--- src/rtl/pong_state_packetizer_if.sv ---
// Byte-level TX interface between the pong state packetizer and the 8-bit UART.
//   tx_en    : UART enable, high while a packet is being sent
//   tx_start : start request, held as a level until the UART reports busy
//   tx_data  : byte presented to the UART, stable for the whole byte handshake
//   tx_busy  : UART frame in progress (baud-clock domain, synchronised by the master)
interface pong_state_packetizer_if;
   logic       tx_en;
   logic       tx_start;
   logic [7:0] tx_data;
   logic       tx_busy;

   modport master (output tx_en, output tx_start, output tx_data, input tx_busy);
   modport slave  (input tx_en, input tx_start, input tx_data, output tx_busy);
endinterface

--- src/rtl/pong_state_packetizer.sv ---
// Snapshots the pong game state on i_snap and serialises it as an 11-byte packet:
//   HEADER, ball_x(hi,lo), ball_y(hi,lo), paddle_l(hi,lo), paddle_r(hi,lo),
//   {score_l,score_r}, XOR checksum of bytes 1..9.
// Ports:
//   i_clk, i_rst          board clock, asynchronous active-high reset
//   i_snap                one-cycle capture/send strobe
//   i_ball_x .. i_score_r game state, registered on the snap cycle
//   tx                    UART TX interface (master side)
//   o_pkt_busy            packet in flight
//   o_pkt_done            one-cycle pulse after the last byte's frame completes
//   o_snap_dropped        one-cycle pulse for a snap that arrived while busy
module pong_state_packetizer #(
   parameter logic [7:0] HEADER      = 8'hA5,
   parameter int         SYNC_STAGES = 2
) (
   input  logic                            i_clk,
   input  logic                            i_rst,
   input  logic                            i_snap,
   input  logic [9:0]                      i_ball_x,
   input  logic [9:0]                      i_ball_y,
   input  logic [9:0]                      i_paddle_l,
   input  logic [9:0]                      i_paddle_r,
   input  logic [3:0]                      i_score_l,
   input  logic [3:0]                      i_score_r,
   pong_state_packetizer_if.master         tx,
   output logic                            o_pkt_busy,
   output logic                            o_pkt_done,
   output logic                            o_snap_dropped
);

   localparam logic [2:0] S_IDLE      = 3'd0;
   localparam logic [2:0] S_LOAD      = 3'd1;
   localparam logic [2:0] S_START     = 3'd2;
   localparam logic [2:0] S_WAIT_BUSY = 3'd3;
   localparam logic [2:0] S_WAIT_DONE = 3'd4;
   localparam logic [3:0] LAST_IDX    = 4'd10;

   logic [2:0]             r_state;
   logic [3:0]             r_idx;
   logic [9:0]             r_bx, r_by, r_pl, r_pr;
   logic [7:0]             r_score;
   logic [7:0]             r_csum;
   logic [SYNC_STAGES-1:0] r_sync;
   logic                   r_tx_en, r_tx_start;
   logic [7:0]             r_tx_data;
   logic                   r_pkt_busy, r_pkt_done, r_snap_dropped;
   logic                   w_busy_s;
   logic [7:0]             w_byte;

   assign w_busy_s = r_sync[SYNC_STAGES-1];

   // Byte mux over the snapshot; index 10 picks up the checksum accumulated
   // while bytes 1..9 were loaded.
   always_comb begin
      w_byte = 8'h00;
      case (r_idx)
         4'd0:    w_byte = HEADER;
         4'd1:    w_byte = {6'b0, r_bx[9:8]};
         4'd2:    w_byte = r_bx[7:0];
         4'd3:    w_byte = {6'b0, r_by[9:8]};
         4'd4:    w_byte = r_by[7:0];
         4'd5:    w_byte = {6'b0, r_pl[9:8]};
         4'd6:    w_byte = r_pl[7:0];
         4'd7:    w_byte = {6'b0, r_pr[9:8]};
         4'd8:    w_byte = r_pr[7:0];
         4'd9:    w_byte = r_score;
         4'd10:   w_byte = r_csum;
         default: w_byte = 8'h00;
      endcase
   end

   always_ff @(posedge i_clk or posedge i_rst) begin
      if (i_rst) begin
         r_state        <= S_IDLE;
         r_idx          <= 4'd0;
         r_bx           <= '0;
         r_by           <= '0;
         r_pl           <= '0;
         r_pr           <= '0;
         r_score        <= '0;
         r_csum         <= '0;
         r_sync         <= '0;
         r_tx_en        <= 1'b0;
         r_tx_start     <= 1'b0;
         r_tx_data      <= 8'h00;
         r_pkt_busy     <= 1'b0;
         r_pkt_done     <= 1'b0;
         r_snap_dropped <= 1'b0;
      end else begin
         r_sync         <= {r_sync[SYNC_STAGES-2:0], tx.tx_busy};
         r_pkt_done     <= 1'b0;
         // The pkt_done cycle still counts as busy for incoming snaps.
         r_snap_dropped <= i_snap & (r_pkt_busy | r_pkt_done);
         case (r_state)
            S_IDLE: begin
               if (i_snap && !r_pkt_done) begin
                  r_bx       <= i_ball_x;
                  r_by       <= i_ball_y;
                  r_pl       <= i_paddle_l;
                  r_pr       <= i_paddle_r;
                  r_score    <= {i_score_l, i_score_r};
                  r_csum     <= 8'h00;
                  r_idx      <= 4'd0;
                  r_pkt_busy <= 1'b1;
                  r_state    <= S_LOAD;
               end
            end
            S_LOAD: begin
               r_tx_data <= w_byte;
               r_tx_en   <= 1'b1;
               if (r_idx != 4'd0 && r_idx != LAST_IDX)
                  r_csum <= r_csum ^ w_byte;
               r_state   <= S_START;
            end
            S_START: begin
               // Never request a frame while the previous one is still running.
               if (!w_busy_s) begin
                  r_tx_start <= 1'b1;
                  r_state    <= S_WAIT_BUSY;
               end
            end
            S_WAIT_BUSY: begin
               if (w_busy_s) begin
                  r_tx_start <= 1'b0;
                  r_state    <= S_WAIT_DONE;
               end
            end
            S_WAIT_DONE: begin
               if (!w_busy_s) begin
                  if (r_idx == LAST_IDX) begin
                     r_pkt_done <= 1'b1;
                     r_pkt_busy <= 1'b0;
                     r_tx_en    <= 1'b0;
                     r_state    <= S_IDLE;
                  end else begin
                     r_idx   <= r_idx + 4'd1;
                     r_state <= S_LOAD;
                  end
               end
            end
            default: r_state <= S_IDLE;
         endcase
      end
   end

   assign tx.tx_en       = r_tx_en;
   assign tx.tx_start    = r_tx_start;
   assign tx.tx_data     = r_tx_data;
   assign o_pkt_busy     = r_pkt_busy;
   assign o_pkt_done     = r_pkt_done;
   assign o_snap_dropped = r_snap_dropped;

endmodule

--- src/flat_wrapper.sv ---
// flat-port wrapper written by rule: the top's interface ports become plain ports
module pong_state_packetizer_flat 
#(
   parameter logic [7:0] HEADER      = 8'hA5,
   parameter int         SYNC_STAGES = 2
)
  (i_clk, i_rst, i_snap, i_ball_x, i_ball_y, i_paddle_l, i_paddle_r, i_score_l, i_score_r, o_pkt_busy, o_pkt_done, o_snap_dropped, tx_tx_en, tx_tx_start, tx_tx_data, tx_tx_busy);
  pong_state_packetizer_if tx_i ();
  input  logic i_clk;
  input  logic i_rst;
  input  logic i_snap;
  input  logic [9:0] i_ball_x;
  input  logic [9:0] i_ball_y;
  input  logic [9:0] i_paddle_l;
  input  logic [9:0] i_paddle_r;
  input  logic [3:0] i_score_l;
  input  logic [3:0] i_score_r;
  output logic o_pkt_busy;
  output logic o_pkt_done;
  output logic o_snap_dropped;
  output wire logic [$bits(tx_i.tx_en)-1:0] tx_tx_en;
  output wire logic [$bits(tx_i.tx_start)-1:0] tx_tx_start;
  output wire logic [$bits(tx_i.tx_data)-1:0] tx_tx_data;
  input wire logic [$bits(tx_i.tx_busy)-1:0] tx_tx_busy;
  assign tx_tx_en = tx_i.tx_en;
  assign tx_tx_start = tx_i.tx_start;
  assign tx_tx_data = tx_i.tx_data;
  assign tx_i.tx_busy = tx_tx_busy;
  pong_state_packetizer #(.HEADER(HEADER), .SYNC_STAGES(SYNC_STAGES)) u_core (.i_clk(i_clk), .i_rst(i_rst), .i_snap(i_snap), .i_ball_x(i_ball_x), .i_ball_y(i_ball_y), .i_paddle_l(i_paddle_l), .i_paddle_r(i_paddle_r), .i_score_l(i_score_l), .i_score_r(i_score_r), .tx(tx_i), .o_pkt_busy(o_pkt_busy), .o_pkt_done(o_pkt_done), .o_snap_dropped(o_snap_dropped));
endmodule
--- config.mk ---
export PLATFORM = sky130hd
export DESIGN_NAME = pong_state_packetizer_flat
export DESIGN_NICKNAME = d
export VERILOG_FILES = /design/src/rtl/pong_state_packetizer_if.sv /design/src/rtl/pong_state_packetizer.sv /design/src/flat_wrapper.sv
export SDC_FILE = /design/constraint.sdc
export NUM_CORES = 1
export LEC_CHECK = 0
export CORE_ASPECT_RATIO = 0.5
export CORE_UTILIZATION = 56
export CTS_BUF_LIST = sky130_fd_sc_hd__clkbuf_16
export DETAILED_ROUTE_END_ITERATION = 8
export GPL_ROUTABILITY_DRIVEN = 0
export PLACE_DENSITY = 0.84
export SYNTH_ARGS = -nofsm -noshare
export SYNTH_HDL_FRONTEND = slang
export SYNTH_SLANG_ARGS = --single-unit
export TNS_END_PERCENT = 1
--- constraint.sdc ---
create_clock -name i_clk -period 7.6 [get_ports i_clk]
set_input_delay 1.52 -clock i_clk [delete_from_list [all_inputs] [get_ports i_clk]]
set_output_delay 1.52 -clock i_clk [all_outputs]
set_load 0.02 [all_outputs]
# Word level (Yosys, flattened, before mapping)
# Cells that the tools add are included.
[classes] n_addsub=1 mul=0 div_mod_pow=0 n_lt_le_gt_ge=0 n_eq_ne=22 shifts=0 n_mux=25 n_bitwise=3 reduce_logical=17
[ops] cell="$pmux W8 S11" n=1
[ops] cell="$eq A4 B3 Y1 const B" n=4
[ops] cell="$mux W8" n=2
[ops] cell="$pmux W8 S2" n=1
[ops] cell="$pmux W3 S5" n=1
[ops] cell="$eq A4 B4 Y1 const B" n=3
[ops] cell="$mux W3" n=4
[ops] cell="$mux W4" n=3
[ops] cell="$reduce_and A4 Y1" n=3
[ops] cell="$mux W1" n=9
[ops] cell="$reduce_and A3 Y1" n=3
[ops] cell="$eq A4 B2 Y1 const B" n=2
[ops] cell="$ne A2 B1 Y1 const B" n=4
[ops] cell="$pmux W4 S2" n=1
[ops] cell="$reduce_bool A2 Y1" n=4
[ops] cell="$xor A8 B8 Y8" n=1
[ops] cell="$eq A3 B2 Y1 const B" n=2
[ops] cell="$ne A2 B2 Y1 const B" n=3
[ops] cell="$pmux W1 S2" n=3
[ops] cell="$add A4 B1 Y4 const B" n=1
[ops] cell="$eq A4 B1 Y1 const B" n=1
[ops] cell="$logic_not A4 Y1" n=1
[ops] cell="$ne A4 B4 Y1 const B" n=1
[ops] cell="$reduce_bool A4 Y1" n=1
[ops] cell="other kinds (8)" n=9
[word_totals] register_bits=78 latch_bits=0 ram_bits=0 romBits=0 out_inout_bits=13 elab_cells=83 mem_count=0

# Logic depth before layout (Yosys ltp)
# Gate-level depths: netlist (run 1).
[logic_depth] word_depth=5 mapped_depth=9 mapped_depth_nobuf=7

# Worst setup path after synthesis (run 1)
# OpenSTA, ideal clock, no wires.
[synth_timing] path_kind="input-to-reg" startpoint="in i_snap" endpoint="reg u_core.r_idx[0]" t_arrival_ns=2.488 required_time_ns=7.479 path_slack_ns=4.991 path_stages=5 path_cell_list="nor3b_2 o21ai_1 nor2_1 mux2_2 a22o_1"
[synth_via] elab_chain_len=3
[synth_lines] element="start: declaration" line_no="flat_wrapper.sv:11" rtl="input logic i_snap;"
[synth_lines] element="$logic_and A1 B1 Y1" line_no="pong_state_packetizer.sv:96" rtl="if (i_snap && !r_pkt_done) begin"
[synth_lines] element="$ne A2 B1 Y1 (no line)"
[synth_lines] element="$reduce_and A4 Y1 (no line)"
[synth_lines] element="end signal: assignment" line_no="pong_state_packetizer.sv:136" rtl="r_idx <= r_idx + 4'd1;"
[synth_lines] element="end: declaration" line_no="pong_state_packetizer.sv:39" rtl="logic [3:0] r_idx;"
# No other way between the ends.
# A chain may end at the register's enable or synchronous reset.

# Final worst setup path (run 1)
[layout_timing] startpoint="in i_snap" endpoint="reg u_core.r_csum[6]"
[layout_via] elab_chain_len=3
[layout_lines] element="$logic_and A1 B1 Y1" line_no="pong_state_packetizer.sv:96"
[layout_lines] element="$ne A2 B1 Y1 (no line)"
[layout_lines] element="$reduce_and A3 Y1 (no line)"
[layout_lines] element="end signal: assignment" line_no="pong_state_packetizer.sv:112" rtl="r_csum <= r_csum ^ w_byte;"
[layout_lines] element="end: declaration" line_no="pong_state_packetizer.sv:42" rtl="logic [7:0] r_csum;"
# No other way between the ends.

==> results of run 1 <==
## cells by family after synthesis
family	Yosys count	share of synthesized area (%)
mux	9	2.514
compound gates	67	12.74
buf+inv	32	4.373
fa+ha+maj	4	1.377
flops	78	53.72
simple gates	207	24.55
xor+xnor	3	0.7233
## final cells by class
cell class              instances  area (um^2)  share of cell area [%]
clock inverters                 7        57.56                   1.263
repair buffers                 66        655.6                   14.38
inverters                       9        33.78                  0.7411
well taps                      88        110.1                   2.416
multi-input cells             290         1524                   33.43
flip-flops and latches         78         1952                   42.82
clock buffers                   9        225.2                   4.941
## through the flow
step	worst slack [ns]	cell area, um^2	std cells	util [%]
CTS	3.921	4558	547	74.04
detailed placement	3.594	4275	531	69.45
finish	3.913	4558	547	74.04
global route	3.761	4558	547	74.04
floorplan	4.085	3633	400	-
global placement	3.763	4275	531	69.45
## synth_stat cells (all sizes together)
cell type | count | area [um^2]
nor3 | 1 | 5.000
o2bb2ai | 3 | 26.28
xnor2 | 1 | 8.760
nor2b | 7 | 48.80
o21bai | 1 | 7.510
nand3 | 2 | 10.01
xor2 | 2 | 17.52
o22ai | 3 | 18.77
o221ai | 1 | 8.760
o211ai | 1 | 7.510
o21a | 2 | 22.52
clkbuf | 7 | 26.28
o21ai | 11 | 55.05
a211oi | 3 | 22.52
and3 | 2 | 12.51
a22o | 6 | 52.55
a22oi | 7 | 52.55
dfrtp | 78 | 1952
nand4b | 2 | 17.52
o32ai | 1 | 8.760
a21oi | 19 | 95.09
or3 | 5 | 31.28
nand3b | 3 | 22.52
and2 | 4 | 25.03
buf | 16 | 98.84
mux2i | 8 | 80.08
a221oi | 2 | 17.52
a222oi | 5 | 50.05
a311oi | 2 | 17.52
mux2 | 1 | 11.26
nand2 | 151 | 566.8
nand2b | 4 | 25.02
nor3b | 3 | 38.79
ha | 4 | 50.05
nor2 | 23 | 88.84
inv | 9 | 33.78
## critical path, stage by stage
cell	delay (ns)
clkdlybuf4s50_1	0.48
nor3b_2	0.27
and2_2	0.89
nor2_2	0.19
or3_1	0.40
a21oi_1	0.17
## report_power, final
group | internal [W] | switching (W) | total (W)
clock network | 0.000249 | 0.000156 | 0.000405
logic | 0.000214 | 0.000296 | 0.000511
registers | 0.000580 | 0.000107 | 0.000688
## sequential cells by signal, summed over array words and instances, names as in the netlist, 4 cells and up
name               cells
u_core.r_bx           10
u_core.r_by           10
u_core.r_pl           10
u_core.r_pr           10
u_core.r_csum          8
u_core.r_score         8
u_core.tx.tx_data      8
u_core.r_idx           4
## final timing paths
kind,slack (ns),cells after the start,end,startpoint
hold reg to reg,0.36,0,u_core.r_sync[1],u_core.r_sync[0]
setup reg to reg,5.00,5,u_core.r_csum[6],u_core.r_state[2]
hold / removal,0.36,0,u_core.r_sync[1],u_core.r_sync[0]
min in group asynchronous,1.81,3,u_core.tx.tx_start,i_rst
max in group asynchronous,5.17,3,u_core.r_by[3],i_rst
setup / recovery,3.91,6,u_core.r_csum[6],i_snap
## routing by layer
layer	part of all wire, %	track usage, %
met1	47	36.49
met2	46	39.71
met3	7.1	7.621
met4	0.43	6.593
met5	0	0
==> results_dict.tcl, run 1 <==
set metrics [dict create \
    cts_buffers 9 \
    overflow 0 \
    clock-sinks 78 \
    worstMarginPinSlew_ns 1.039 \
    syn_inst 400 \
    cts_buffer_depth 2 \
    tritoncts "done" \
    peakVddDrop_mv 0.1417 \
    num-fill-cells 424 \
    fp.dieArea_um2 6834 \
    post_synth.cell_area_avg_um2 9.084 \
    area_growth_pct 25.45 \
    syn_nets 456 \
    worstSetupPathType "in -> reg" \
    post_cts_buffers 0 \
    cts-hold-fix-buffers 0 \
    slew_viol_final 0 \
    syn_area_um2 3633 \
    status "finished, final reports clean" \
    final_common_cell "nand2_1" \
    holdWs_ns 0.3638 \
    seq_area_frac_synth_pct 53.72 \
    cts_resized 0 \
    diodes 0 \
    period_needed_ns 3.687 \
    drcViolationCount 0 \
    endpoint_kind "flop" \
    grt_pass1_vias 2662 \
    layout-drive-gt1-share_pct 5.011 \
    die_w_um 115.9 \
    grt_pass1_wl_um 12990 \
    ios 65 \
    nets 510 \
    initial_core_util_pct 59.02 \
    grt_setup_unrepaired "false" \
    insertion_delay_ns 0.33 \
    portBuffers 64 \
    power_w 0.001603 \
    crit_path_max_fanout 60 \
    num_vias 2952 \
    drt-initial-drc-count 316 \
    cp.required_ns 7.84 \
    cp-start-kind "input port" \
    ys_ff_latch 78 \
    routed_via_density 5.397 \
    core_area_um2 6156 \
    slew_headroom_pct 30.72 \
    max_freq_mhz 271.2 \
    cp.arrival_ns 3.92 \
    chipHeight_um 58.96 \
    antenna_found_initial 0 \
    fin_crit_sh_pct 48.52 \
    htreeDepth 3 \
    final_cell_mix "151 x nand2_1, 78 x dfrtp_1, 64 x clkdlybuf4s50_1" \
    finalSetupTns_ns 0 \
    ys_warn_count 0 \
    drt_wl_total_um 8145 \
    grt_max_degree 79 \
    place_hpwl_um 5382 \
    post_drt_wl_per_cell_um 14.89 \
    drt-pass1-iter-count 5 \
    ant_nets 0 \
    grt_usage_pct 25.90 \
    drv_cap 0 \
    cellPowerDensity_nw_per_um2 351.7 \
    fin_skew_ns 0.007167 \
    hp-class "reg -> reg" \
    hold_viol_final 0 \
    finalSetupViolations 0 \
    rows 20 \
    root_buffer "clkbuf_16" \
    leakage_nw 2.119 \
    cts.clk_slew.worst_paths_ns 0.06 \
    synth.distinct_cells 46 \
]
(Power assumes the default switching activity.)
==> inputs of run 2 (changes only) <==
Settings changed: CORE_UTILIZATION 56 to 52, PLACE_DENSITY 0.84 to 0.79.
Clock period 7.6 ns to 3.8 ns, I/O delays scaled along.
==> run 2 against run 1 <==
  * Clock skew is 0.0028 ns lower
  * Setup slack got worse by 2.6 ns
  * Register-to-register slack lost 3.7 ns
==> results_dict.tcl, run 2 (synthesis gave the netlist of run 1 again) <==
set metrics [dict create \
    status "finished, final reports clean" \
    rows 21 \
    slew_headroom_pct 40.80 \
    num-fill-cells 552 \
    fin_crit_sh_pct 64.61 \
    drt-initial-drc-count 238 \
    antenna_found_initial 0 \
    fin_skew_ns 0.004361 \
    crit_path_max_fanout 15 \
    cts_buffers 9 \
    layout-drive-gt1-share_pct 5.628 \
    worstMarginPinSlew_ns 0.8880 \
    fp.dieArea_um2 7346 \
    drv_cap 0 \
    slew_viol_final 0 \
    area_growth_pct 26.83 \
    die_w_um 120.2 \
    grt_max_degree 48 \
    overflow 0 \
    ios 65 \
    grt_setup_unrepaired "false" \
    grt_pass1_vias 2812 \
    worstSetupPathType "reg -> reg" \
    diodes 0 \
    portBuffers 64 \
    cts-hold-fix-buffers 0 \
    post_drt_wl_per_cell_um 15.21 \
    postPlaceCellArea_um2 4303 \
    cts_buffer_depth 2 \
    ant_nets 0 \
    cp.arrival_ns 2.71 \
    routed_via_density 5.451 \
    initial_core_util_pct 54.02 \
    insertion_delay_ns 0.34 \
    num_vias 3020 \
    final_common_cell "nand2_1" \
    htreeDepth 3 \
    drt-pass1-iter-count 5 \
    hp-class "reg -> reg" \
    root_buffer "clkbuf_16" \
    cp-start-kind "flop" \
    drt_wl_total_um 8424 \
    fin_area_um2 4608 \
    place_hpwl_um 5633 \
    tritoncts "done" \
    holdPathStages 0 \
    post_cts_buffers 0 \
    nets 513 \
    grt_pass1_wl_um 13970 \
    cellPowerDensity_nw_per_um2 715.3 \
    endpoint_kind "flop" \
    r2r-start "u_core.r_idx[0]" \
    core_area_um2 6726 \
    hold_start "u_core.r_sync[0]" \
    finalSetupViolations 0 \
    holdPathEnd "u_core.r_sync[1]" \
    hold_viol_final 0 \
    finalSetupTns_ns 0 \
    cp.required_ns 4.06 \
    clock-sinks 78 \
    rr_worst_depth 7 \
    cts.clk_slew.worst_paths_ns 0.06 \
    regToRegSetupSlack_ns 1.34 \
    peakVddDrop_mv 0.3213 \
    chipHeight_um 61.11 \
    grt_usage_pct 25.83 \
    period_needed_ns 2.455 \
    leakage_nw 2.144 \
    cts_resized 0 \
    final_cell_mix "151 x nand2_1, 78 x dfrtp_1, 64 x clkdlybuf4s50_1" \
    r2r_end "u_core.r_csum[0]" \
    max_freq_mhz 407.3 \
    drcViolationCount 0 \
    critPathLaunch "u_core.r_idx[0]" \
]
## run 2: cell types whose count changed in the layout (fill, tap and decap cells not counted)
cell / change
clkinv_1: +1
bufinv_16: +1
clkinvlp_4: -1
buf_4: +3
inv_1: -1
## run 2: final cells by class
cell class	count	area [um^2]	share of cell area, %
flip-flops and latches	78	1952	42.36
well taps	92	115.1	2.498
clock inverters	7	80.08	1.738
repair buffers	69	678.2	14.72
multi-input cells	290	1524	33.07
inverters	9	33.78	0.7331
clock buffers	9	225.2	4.887
## run 2: report_power, final
group / total (W) / leakage (nW) / switching [W] / internal, W
clock: 0.000878 / 0.153 / 0.000314 / 0.000564
combinational: 0.00104 / 1.02 / 0.000601 / 0.000435
sequential: 0.00138 / 0.966 / 0.000220 / 0.00116
## run 2: how the worst max path moves through the flow
stage                        end
2_1_floorplan  u_core.o_pkt_busy
6_report        u_core.r_csum[0]
4_1_cts         u_core.r_csum[0]
3_3_place_gp    u_core.r_csum[7]
3_5_place_dp    u_core.r_csum[6]
5_1_grt         u_core.r_csum[0]
## run 2: worst max-delay path, stage by stage (launching register included)
cell      delay [ns]
dfrtp_1         0.43
inv_1           0.12
ha_1            0.44
inv_1           0.22
o221ai_1        0.12
a221oi_1        0.64
nand2b_1        0.21
mux2i_1         0.19
## run 2: through the flow
stage | total power, W | hold slack, ns | setup slack, ns | util (%) | std cells
after floorplan | 0.002049 | 0.3312 | 1.045 | - | 400
after global placement | 0.002366 | 0.3313 | 1.197 | 63.97 | 538
after detailed placement | 0.002412 | 0.3410 | 1.105 | 63.97 | 538
after CTS | 0.003308 | 0.3559 | 1.450 | 68.51 | 554
after global routing | 0.003530 | 0.3660 | 1.261 | 68.51 | 554
final | 0.003296 | 0.3509 | 1.345 | 68.51 | 554
## run 2: metal layers
layer  global-route usage, %  vias to the layer above  part of all wire (%)
met5                       0                        -                     0
met4                   10.93                        0                   1.3
met3                   7.500                        9                   7.7
met2                   38.26                      129                    45
met1                   36.20                     1437                    46
li1                        -                     1445                     -
==> inputs of run 3 (changes only) <==
Clock period 3.8 ns to 2.4 ns, I/O delays scaled along.
==> run 3 against run 2 <==
  * Register-to-register slack worse by 1.1 ns
  * Setup slack got worse by 1.1 ns
  * Via count is 1.8% higher
  * Utilization grew 2.7 points
  * Worst hold slack got worse by 0.0040 ns
  * Largest power group unchanged
  * Wire length decreased by 1.6%
  * Clock skew grew 0.0012 ns
  * Sequential cell count unchanged
==> results_dict.tcl, run 3 (synthesis gave the netlist of run 1 again) <==
set metrics [dict create \
    status "finished, final reports clean" \
    clock_power_share_pct 28.4 \
    drt_wl_total_um 8292 \
    die_w_um 120.2 \
    drv_cap 0 \
    diodes 0 \
    critPathSlowestCell "dfrtp_1" \
    grt_pass1_wl_um 13400 \
    core_area_um2 6726 \
    period_needed_ns 2.200 \
    htreeDepth 3 \
    peakVddDrop_mv 0.5598 \
    slew_viol_final 0 \
    grt_setup_unrepaired "false" \
    final_common_cell "nand2_1" \
    final_cell_mix "151 x nand2_1, 78 x dfrtp_1, 64 x clkdlybuf4s50_1" \
    endpoint_kind "flop" \
    cp.arrival_ns 2.47 \
    cts_buffers 9 \
    slew_headroom_pct 58.60 \
    initial_core_util_pct 54.02 \
    place_hpwl_um 5729 \
    seqPwrFrac_pct 39.9 \
    area_growth_pct 31.82 \
    grt_max_degree 51 \
    worstSetupPathType "reg -> reg" \
    insertion_delay_ns 0.34 \
    rows 21 \
    combPwrFrac_pct 31.8 \
    fin_area_um2 4790 \
    holdWs_ns 0.3469 \
    cts.clk_slew.worst_paths_ns 0.06 \
    finalSetupViolations 0 \
    num_vias 3075 \
    antenna_found_initial 0 \
    wl_met1_um 3998 \
    post_drt_wl_per_cell_um 14.68 \
    fin_skew_ns 0.005581 \
    fin_crit_sh_pct 91.65 \
    crit_path_max_fanout 13 \
    ios 65 \
    drt-pass1-iter-count 5 \
    postPlaceCellArea_um2 4452 \
    overflow 0 \
    layout-drive-gt1-share_pct 8.668 \
    grt_pass1_vias 2732 \
    seqCellArea_um2 1952 \
    multi_input_comb_area_um2 1524 \
    max_freq_mhz 454.6 \
    power.share.switching_pct 33.48 \
    cp-start-kind "flop" \
    routed-wl-met2_um 3662 \
    chipHeight_um 61.11 \
    hold_viol_final 0 \
    nets 524 \
    finalSetupTns_ns 0 \
    grt_usage_pct 24.77 \
    regToRegSetupSlack_ns 0.20 \
    highest_layer "met4" \
    p_int_w 0.003605 \
    drcViolationCount 0 \
    power_switching_w 0.001815 \
    holdPathStages 0 \
    portBuffers 64 \
    worstMarginPinSlew_ns 0.6196 \
    cts_buffer_depth 2 \
    fp.dieArea_um2 7346 \
    rr_worst_depth 8 \
    leakage_nw 2.225 \
    cts-hold-fix-buffers 0 \
    hp-class "reg -> reg" \
    drt-initial-drc-count 240 \
    post_cts_buffers 0 \
    dr_wl_met3_um 543 \
    root_buffer "clkbuf_16" \
    max_stage_delay_ns 0.43 \
    cp.required_ns 2.67 \
    cts_resized 0 \
    routed_via_density 5.442 \
    ant_nets 0 \
    tritoncts "done" \
    cp_cell_sequence "inv_1 -> ha_1 -> buf_4 -> mux2i_1 -> o21a_4 -> nor2_2 -> or3_1 -> a21oi_1" \
    num-fill-cells 549 \
    clock-sinks 78 \
    cellPowerDensity_nw_per_um2 1131 \
]
## run 3: per-layer routing
| metal | track usage [%] | vias up |
|---|---|---|
| li1 | - | 1469 |
| met1 | 34.79 | 1487 |
| met2 | 37.36 | 109 |
| met3 | 6.759 | 10 |
| met4 | 9.524 | 0 |
| met5 | 0 | - |
## run 3: path summary, 6_finish.rpt
check / from / endpoint
worst max-delay path: u_core.r_idx[0] / u_core.r_csum[6]
worst min-delay path: u_core.r_sync[0] / u_core.r_sync[1]
worst max register to register: u_core.r_idx[0] / u_core.r_csum[6]
worst min register to register: u_core.r_sync[0] / u_core.r_sync[1]
max in group asynchronous: i_rst / u_core.o_pkt_done
min in group asynchronous: i_rst / u_core.r_by[3]
## run 3: critical path, delay by kind of cell (launching register included)
| kind | cells | cell delay, ns |
|---|---|---|
| AO/OA/AOI/OAI | 2 | 0.33 |
| adder cells (fa/ha/maj) | 1 | 0.39 |
| buffers and inverters | 2 | 0.36 |
| flip-flops | 1 | 0.43 |
| multiplexers | 1 | 0.17 |
| AND/OR/NAND/NOR | 2 | 0.43 |
## run 3: cell type report
type | count | area share, %
flip-flops and latches | 78 | 40.75
multi-input cells | 290 | 31.82
repair buffers | 80 | 17.19
clock buffers | 9 | 4.702
well taps | 92 | 2.403
clock inverters | 7 | 2.351
inverters | 9 | 0.7837
## run 3: power by group through the flow
stage	Clock, W	Sequential [W]	Combinational [W]
2_1_floorplan	0	0.00219	0.00106
4_1_cts	0.00155	0.00215	0.00174
5_1_grt	0.00161	0.00222	0.00193
3_3_place_gp	0	0.00216	0.00166
6_report	0.00154	0.00216	0.00172
3_5_place_dp	0	0.00217	0.00172
## run 3: stage by stage
step	total power, W	std cells	utilization, %	setup WS [ns]
global placement	0.003820	549	66.18	0.2420
detailed placement	0.003893	549	66.18	0.1610
CTS	0.005441	565	71.21	0.2153
floorplan	0.003244	400	-	0.6068
global route	0.005752	565	71.21	0.02352
finish	0.005419	565	71.21	0.2005
